## src/rtl/mdr_pkg.sv

```systemverilog
// Shared encodings, FSM state type and access legality rule for the memory data register.
package mdr_pkg;

    localparam logic [1:0] SZ_BYTE = 2'b00;
    localparam logic [1:0] SZ_HALF = 2'b01;
    localparam logic [1:0] SZ_WORD = 2'b10;

    typedef enum logic [1:0] {
        IDLE    = 2'b00,
        RD_WAIT = 2'b01,
        WR_WAIT = 2'b10,
        RESP    = 2'b11
    } state_t;

    // Halves must be 2-byte aligned and full words must sit at lane 0.
    function automatic logic access_legal(input logic [1:0] sz, input logic [7:0] off);
        logic ok;
        case (sz)
            SZ_BYTE: ok = 1'b1;
            SZ_HALF: ok = ~off[0];
            SZ_WORD: ok = (off == 8'd0);
            default: ok = 1'b0;
        endcase
        return ok;
    endfunction

endpackage

```

## src/rtl/mdr_lane_align.sv

```systemverilog
// Byte-lane steering: extracts/extends load data and positions store data with byte enables.
module mdr_lane_align
    import mdr_pkg::*;
#(
    parameter int unsigned WIDTH = 32
) (
    input  logic [1:0]                   ld_size,
    input  logic                         ld_signed,
    input  logic [$clog2(WIDTH/8)-1:0]   ld_offset,
    input  logic [WIDTH-1:0]             rdata,
    output logic [WIDTH-1:0]             ld_data_c,
    input  logic [1:0]                   st_size,
    input  logic [$clog2(WIDTH/8)-1:0]   st_offset,
    input  logic [WIDTH-1:0]             st_data,
    output logic [WIDTH-1:0]             st_wdata_c,
    output logic [WIDTH/8-1:0]           st_be_c
);

    localparam int unsigned NB = WIDTH / 8;

    logic [WIDTH-1:0] shifted;

    // Load: bring the addressed lanes down to bit 0, then extend.
    always_comb begin
        shifted = rdata >> {ld_offset, 3'b000};
        case (ld_size)
            SZ_BYTE: ld_data_c = {{(WIDTH-8){ld_signed & shifted[7]}}, shifted[7:0]};
            SZ_HALF: ld_data_c = {{(WIDTH-16){ld_signed & shifted[15]}}, shifted[15:0]};
            default: ld_data_c = shifted;
        endcase
    end

    // Store: move the low bytes of the MDR up to their lanes; unused lanes stay zero.
    always_comb begin
        case (st_size)
            SZ_BYTE: begin
                st_wdata_c = WIDTH'(st_data[7:0]) << {st_offset, 3'b000};
                st_be_c    = NB'(1) << st_offset;
            end
            SZ_HALF: begin
                st_wdata_c = WIDTH'(st_data[15:0]) << {st_offset, 3'b000};
                st_be_c    = NB'(3) << st_offset;
            end
            SZ_WORD: begin
                st_wdata_c = st_data;
                st_be_c    = '1;
            end
            default: begin
                st_wdata_c = '0;
                st_be_c    = '0;
            end
        endcase
    end

endmodule

```

## src/rtl/mdr_mem_unit.sv

```systemverilog
// Memory data register with bus load, req/ack memory port, sub-word accesses and wait timeout.
module mdr_mem_unit
    import mdr_pkg::*;
#(
    parameter int unsigned WIDTH   = 32,
    parameter int unsigned TIMEOUT = 15
) (
    input  logic                         clock,
    input  logic                         clear,
    input  logic                         MDRin,
    input  logic                         Read,
    input  logic                         Write,
    input  logic [1:0]                   size,
    input  logic                         Signed,
    input  logic [$clog2(WIDTH/8)-1:0]   offset,
    input  logic [WIDTH-1:0]             BusMuxOut,
    input  logic [WIDTH-1:0]             Mdatain,
    input  logic                         mem_ack,
    output logic                         mem_req,
    output logic                         mem_we,
    output logic [WIDTH/8-1:0]           mem_be,
    output logic [WIDTH-1:0]             mem_wdata,
    output logic [WIDTH-1:0]             BusMuxInMDR,
    output logic                         busy,
    output logic                         done,
    output logic                         err
);

    localparam int unsigned NB = WIDTH / 8;
    localparam int unsigned OW = $clog2(NB);
    localparam int unsigned CW = $clog2(TIMEOUT + 1);

    state_t            state_q, state_d;
    logic [WIDTH-1:0]  mdr_q, mdr_d;
    logic [CW-1:0]     cnt_q, cnt_d, cnt_inc;
    logic [1:0]        sz_q, sz_d;
    logic              sgn_q, sgn_d;
    logic [OW-1:0]     off_q, off_d;
    logic              req_q, req_d;
    logic              we_q, we_d;
    logic [NB-1:0]     be_q, be_d;
    logic [WIDTH-1:0]  wdata_q, wdata_d;
    logic              done_q, done_d;
    logic              err_q, err_d;
    logic              busy_q, busy_d;

    logic [WIDTH-1:0]  ld_data_c;
    logic [WIDTH-1:0]  st_wdata_c;
    logic [NB-1:0]     st_be_c;

    mdr_lane_align #(.WIDTH(WIDTH)) u_align (
        .ld_size    (sz_q),
        .ld_signed  (sgn_q),
        .ld_offset  (off_q),
        .rdata      (Mdatain),
        .ld_data_c  (ld_data_c),
        .st_size    (size),
        .st_offset  (offset),
        .st_data    (mdr_q),
        .st_wdata_c (st_wdata_c),
        .st_be_c    (st_be_c)
    );

    // State and registered outputs.
    always_ff @(posedge clock or posedge clear) begin
        if (clear) begin
            state_q <= IDLE;
            mdr_q   <= '0;
            cnt_q   <= '0;
            sz_q    <= '0;
            sgn_q   <= 1'b0;
            off_q   <= '0;
            req_q   <= 1'b0;
            we_q    <= 1'b0;
            be_q    <= '0;
            wdata_q <= '0;
            done_q  <= 1'b0;
            err_q   <= 1'b0;
            busy_q  <= 1'b0;
        end else begin
            state_q <= state_d;
            mdr_q   <= mdr_d;
            cnt_q   <= cnt_d;
            sz_q    <= sz_d;
            sgn_q   <= sgn_d;
            off_q   <= off_d;
            req_q   <= req_d;
            we_q    <= we_d;
            be_q    <= be_d;
            wdata_q <= wdata_d;
            done_q  <= done_d;
            err_q   <= err_d;
            busy_q  <= busy_d;
        end
    end

    // Next-state and next-output logic.
    always_comb begin
        state_d = state_q;
        mdr_d   = mdr_q;
        cnt_d   = cnt_q;
        sz_d    = sz_q;
        sgn_d   = sgn_q;
        off_d   = off_q;
        req_d   = req_q;
        we_d    = we_q;
        be_d    = be_q;
        wdata_d = wdata_q;
        done_d  = 1'b0;
        err_d   = 1'b0;
        cnt_inc = cnt_q + CW'(1);

        case (state_q)
            IDLE: begin
                if (Read || Write) begin
                    if (!access_legal(size, 8'(offset))) begin
                        state_d = RESP;
                        err_d   = 1'b1;
                    end else begin
                        state_d = Read ? RD_WAIT : WR_WAIT;
                        req_d   = 1'b1;
                        we_d    = ~Read;
                        be_d    = st_be_c;
                        wdata_d = Read ? '0 : st_wdata_c;
                        sz_d    = size;
                        sgn_d   = Signed;
                        off_d   = offset;
                        cnt_d   = '0;
                    end
                end else if (MDRin) begin
                    mdr_d = BusMuxOut;
                end
            end
            RD_WAIT, WR_WAIT: begin
                // An ack on the timeout edge still completes the access.
                if (mem_ack || cnt_inc == CW'(TIMEOUT)) begin
                    state_d = RESP;
                    req_d   = 1'b0;
                    we_d    = 1'b0;
                    be_d    = '0;
                    wdata_d = '0;
                    cnt_d   = '0;
                    done_d  = mem_ack;
                    err_d   = ~mem_ack;
                    if (mem_ack && state_q == RD_WAIT) begin
                        mdr_d = ld_data_c;
                    end
                end else begin
                    cnt_d = cnt_inc;
                end
            end
            RESP: begin
                state_d = IDLE;
            end
            default: begin
                state_d = IDLE;
            end
        endcase

        busy_d = (state_d != IDLE);
    end

    assign mem_req     = req_q;
    assign mem_we      = we_q;
    assign mem_be      = be_q;
    assign mem_wdata   = wdata_q;
    assign BusMuxInMDR = mdr_q;
    assign busy        = busy_q;
    assign done        = done_q;
    assign err         = err_q;

endmodule

```

## config.mk

```make
export PLATFORM = sky130hd
export DESIGN_NAME = mdr_mem_unit
export DESIGN_NICKNAME = d
export VERILOG_FILES = /design/src/rtl/mdr_pkg.sv /design/src/rtl/mdr_lane_align.sv /design/src/rtl/mdr_mem_unit.sv
export SDC_FILE = /design/constraint.sdc
export NUM_CORES = 1
export LEC_CHECK = 0
export CAP_MARGIN = 0
export CORE_ASPECT_RATIO = 0.6
export CORE_MARGIN = 5
export CORE_UTILIZATION = 51
export CTS_BUF_LIST = sky130_fd_sc_hd__clkbuf_4 sky130_fd_sc_hd__clkbuf_8 sky130_fd_sc_hd__clkbuf_16
export DETAILED_ROUTE_END_ITERATION = 12
export PLACE_DENSITY_LB_ADDON = 0.1
export SLEW_MARGIN = 20
export SYNTH_ARGS = -nofsm -noshare
export SYNTH_HDL_FRONTEND = slang
export SYNTH_SLANG_ARGS = --single-unit
```

## constraint.sdc

```tcl
create_clock -name clock -period 6.5 [get_ports clock]
set_input_delay 0.975 -clock clock [delete_from_list [all_inputs] [get_ports clock]]
set_output_delay 0.975 -clock clock [all_outputs]
set_load 0.1 [all_outputs]
```

# --- Word-level counts from Yosys, hierarchy flattened ---
# Cells that the tools add are included.
op_classes:
  add_sub_neg: 1
  n_eq_ne: 13
  n_shift: 5
  n_mux: 42
  bitwise_logic: 5
  reduce_logical: 14
op_table:
  columns: ["op", "count"]
  rows:
  - ["$mux 32", 8]
  - ["$pmux 32 s2", 3]
  - ["$pmux 32 s3", 1]
  - ["$shl 16x5->32", 1]
  - ["$shl 8x5->32", 1]
  - ["$shr 32x5->32", 1]
  - ["$mux 4", 6]
  - ["$pmux 4 s2", 2]
  - ["$mux 1", 12]
  - ["$ne 2x2->1 const B", 6]
  - ["$pmux 4 s3", 1]
  - ["$logic_not 2->1", 4]
  - ["$mux 2", 4]
  - ["$eq 2x1->1 const B", 3]
  - ["$eq 2x2->1 const B", 3]
  - ["$pmux 1 s2", 3]
  - ["$pmux 2 s3", 1]
  - ["$reduce_and 3->1", 2]
  - ["$reduce_and 5->1", 1]
  - ["$add 4x1->4 const B", 1]
  - ["$eq 4x4->1 const B", 1]
  - ["$reduce_and 4->1", 1]
  - ["$reduce_bool 2->1", 2]
  - ["$shl 1x2->4 const A", 1]
  - ["7 further kinds", 11]
word_totals:
  register_bits: 84
  in_bits: 75
  out_inout_bits: 73
  elab_cells: 93

# --- Depth between registers and ports, before layout ---
logic_depth:
  ltp_word: 8
  depth_mapped: 9
  depth_no_buf: 7

# --- Cells and area by module ---
# Synthesis repeated with hierarchy kept, for this count alone.
unflattened:
  cells_unflattened: 591
  hier_area_um2: 5466.5
by_module_without_submodules:
  columns: ["module", "n_inst", "cells_per_inst", "area_each_um2"]
  rows:
  - ["mdr_mem_unit", 1, 386, 4159.0]
  - ["mdr_lane_align", 1, 205, 1307.5]

# --- Worst setup path before layout ---
# OpenSTA, ideal clock, no wires.
synth_timing:
  path_kind: "input-to-reg"
  startpoint: "input port Read"
  endpoint: "register mdr_q[24] (netlist: BusMuxInMDR[24])"
  t_arrival_ns: 2.189
  path_slack_ns: 4.165
  path_stages: 6
  path_cell_list: "o21a_1 a2111oi_4 nand2_2 nor3_4 buf_6 a221oi_1"
synth_between:
  elab_chain_len: 3
synth_lines:
  columns: ["item", "line_no", "source"]
  rows:
  - ["start: declaration", "mdr_mem_unit.sv:11", "input logic Read,"]
  - ["$logic_or 1x1->1", "mdr_mem_unit.sv:115", "if (Read || Write) begin"]
  - ["$ne 2x2->1 (no source line)", null, null]
  - ["$reduce_and 5->1 (no source line)", null, null]
  - ["end signal: assignment", "mdr_mem_unit.sv:82", "mdr_q <= mdr_d;"]
  - ["end: declaration", "mdr_mem_unit.sv:34", "logic [WIDTH-1:0] mdr_q, mdr_d;"]
# No other way between the ends.
# A chain may end at the register's enable or synchronous reset.

# --- Worst setup path in the final report ---
layout_timing:
  startpoint: "input port Read"
  endpoint: "register mdr_q[19] (netlist: BusMuxInMDR[19])"
# The elaborated chain is that of the path after synthesis.

==> results by group <==
Clock network
  – Max H-tree Level: 3
  – Longest Clk Path Bufs: 2
  – Post-CTS sizing: 0
  – Num CTS Buffers: 9
  – Sink Count: 84
  – Post-CTS Setup Inserts: 0
  – Later-pin clock latency in the skew report: 0.34 ns
  – Root Buffer: clkbuf_16
  – Hold_buf cts: 0
  – CTS tree: built
  – Worst-path clk slew: ~0.06 ns

STA
  – Final setup margin: just under 3 ns
  – Hold Worst Slack: 0.489 ns
  – # setup viols final: 0
  – Fin crit period: roughly 3.6 ns
  – Worst Tran Pin Value: 1.07 ns
  – Final period util: between 50 and 60%
  – Post-Route Skew: 0.00617 ns
  – Final slew viol count: 0
  – Final Hold Fails: 0
  – Setup TNS: 0 ns
  – RSZ-0062 raised after global routing: false
  – Relative slew margins: approximately 29%
  – FMAX: 281 MHz

GRT
  – Initial antenna violation count: 0
  – Global-route wire length before repair: ~25,000 microns
  – Gr usage total: 27.9%
  – Largest net degree at the start of global routing: 85
  – Gr ovfl total: 0
  – Vias in the first global route: 4,443

Worst hold path
  – Hold path startpoint: mem_wdata[24]
  – Hold Crit Class: reg2reg

Critical path
  – Crit path capture: BusMuxInMDR[19]
  – R2r endpoint: BusMuxInMDR[19]
  – Top Family by Delay on Critical Path: buffers and inverters
  – Slowest stage cell, crit path: nor3_4
  – Crit Path Category: in2reg
  – Reg2Reg Depth: 9
  – FF-to-FF Start: state_q[0]
  – WP depth: 7
  – CP startpoint kind: input port
  – Crit path max fanout: 65
  – Crit-path cells: clkdlybuf4s50_1 -> o21a_1 -> a2111oi_4 -> buf_4 -> nand2_2 -> nor3_4 -> a221oi_1
  – Reg2Reg Setup Slack: about 3.0 ns
  – Slowest stage delay, CP: 0.63 ns
  – Worst Setup SP: Read
  – Critical path data arrival time: 3.73 ns
  – CP Data Required Time: 6.67 ns
  – Crit end category: flip-flop
  – CP bufs+invs: 2

Yosys
  – Distinct cell type count after synthesis: 51
  – Synth Flop Type: dfrtp_1
  – Avg Cell Area, Syn: roughly 9.4 sq um
  – Sequential share of the synthesized area: 44.9%
  – Most frequent cells after synthesis: 84 x dfrtp_1, 78 x nor2_1, 52 x nand2_1, 29 x o2bb2ai_1, 25 x a21oi_1
  – Number of synthesized flops with an enable pin: 0
  – Post-Syn Nets: 577
  – Post-synth top area share: 44.9%
  – Top cells by area, synth: dfrtp_1 45%, nor2_1 6.3%, o2bb2ai_1 5.4%
  – Synth Instances: a little under 500
  – Most frequent cell after synthesis: dfrtp_1
  – Post-Syn Area: 4680 sq um
  – #FFs+latches synth: 84
  – Most area-hungry cell type in the Yosys netlist: dfrtp_1
  – Synth async-reset ratio: 100%
  – Total of warnings raised by yosys: 0

Routing
  – WL per Instance: 21.5 microns
  – Vias per cell: 6.18
  – First-pass detailed-route iteration total: 5
  – DRC violations left: 0
  – Post-route ant nets: 0
  – Vias: 4,574
  – Initial DRC Count: ~450
  – Drt total wl: 15,900 microns

Floorplanning
  – Initial Util: 51.7%
  – Die Wd: 134 microns
  – Ports: 148
  – Core footprint: 9050 sq um
  – Die Span Y: roughly 84 microns
  – Num rows: 27
  – Die area: 11,300 sq um

Placement
  – Port Buffers: 147
  – Dpl hpwl: 11,700 microns
  – Pre-CTS WS: 2.63 ns
  – Routability Congestion: about 0.87

Cells and area
  – Antenna Cells: 0
  – Share of post-route cells with drive strength above 1: about 6.4%
  – Area grow syn2layout: 37.0%
  – Final #Nets: 699

Job
  – Max_cap viols: 0

Status
  – Status: finished, final reports clean
registers in the layout (all words and copies together), names as in the netlist:
| name | flops |
|---|---|
| err | 1 |
| sz_q | 2 |
| off_q | 2 |
| mem_we | 1 |
| sgn_q | 1 |
| BusMuxInMDR | 32 |
| busy | 1 |
| mem_wdata | 32 |
| mem_be | 4 |
| cnt_q | 4 |
| state_q | 2 |
| done | 1 |
| mem_req | 1 |
final cells by class:
| type | count | area, sq um |
|---|---|---|
| multi-input cells | 365 | 2360 |
| fillers | 687 | 2640 |
| well taps | 116 | 145 |
| clock inverters | 6 | 41.3 |
| flip-flops and latches | 84 | 2100 |
| clock buffers | 10 | 233 |
| inverters | 9 | 35.0 |
| repair buffers | 150 | 1500 |
how the worst min path moves through the flow:
stage | endpoint | slack (ns) | cells past startpoint
after floorplan | sgn_q | 0.45 | 2
after detailed placement | mem_wdata[12] | 0.47 | 1
after global routing | mem_wdata[10] | 0.51 | 1
after CTS | mem_wdata[12] | 0.49 | 1
final | mem_wdata[24] | 0.49 | 1
after global placement | sgn_q | 0.47 | 2
worst register-to-register path, stage by stage, from the launching register on:
cell and delay [ns]:
dfrtp_1 0.45, inv_1 0.07, ha_1 0.40, buf_4 0.31
a21boi_0 0.22, a2111oi_4 0.31, buf_4 0.56, nand2_2 0.18
nor3_4 0.63, a221oi_1 0.22
kinds of logic (layout without fill, tap and decap cells):
| family | count (synthesis) | after routing | share of synthesized area [%] |
|---|---|---|---|
| flip-flops | 84 | 84 | 44.9 |
| adder cells (fa/ha/maj) | 5 | 5 | 1.34 |
| multiplexers | 28 | 28 | 6.22 |
| AND/OR/NAND/NOR | 169 | 169 | 16.0 |
| buffers and inverters | 48 | 175 | 4.65 |
| AO/OA/AOI/OAI | 163 | 163 | 26.9 |
per-layer routing:
metal / vias up / wire (microns) / GRT usage [%]
met2: 293 / 6940 / 41.9
met5: - / 0 / 0
li1: 2068 / - / -
met3: 27 / 1640 / 7.84
met1: 2186 / 7000 / 39.9
met4: 0 / 312 / 7.19
cell usage in the layout (no fill, tap or decap), drive strengths merged, types with 2 or more instances in the layout:
cell / Yosys / final
ha: 5 / 5
clkinv: 0 / 4
nor2b: 15 / 15
o21ai: 25 / 25
inv: 9 / 8
nor3b: 2 / 2
clkdlybuf4s50: 0 / 147
a2111oi: 2 / 2
o2bb2ai: 29 / 29
buf: 24 / 3
nor2: 78 / 78
a22o: 14 / 14
and3: 2 / 2
or2: 2 / 2
clkinvlp: 0 / 3
mux2i: 19 / 19
nand2: 53 / 53
a221o: 8 / 8
nand2b: 3 / 3
nand3: 2 / 2
dfrtp: 84 / 84
a22oi: 9 / 9
mux2: 9 / 9
a32oi: 6 / 6
and2: 2 / 2
nor3: 7 / 7
clkbuf: 15 / 10
o21bai: 2 / 2
o21a: 2 / 2
a21oi: 25 / 25
a221oi: 24 / 24
a211oi: 8 / 8
metrics by stage:
step                cell area [sq um]  util, %  instances
finish                           6420     70.9        740
global placement                 6140     67.8        724
global route                     6420     70.9        740
floorplan                        4680        -        497
detailed placement               6140     67.8        724
CTS                              6410     70.8        740
Power is left out: the tool's default activity adds up to more than one toggle a clock period on the data nets, which glitch-free logic cannot reach.
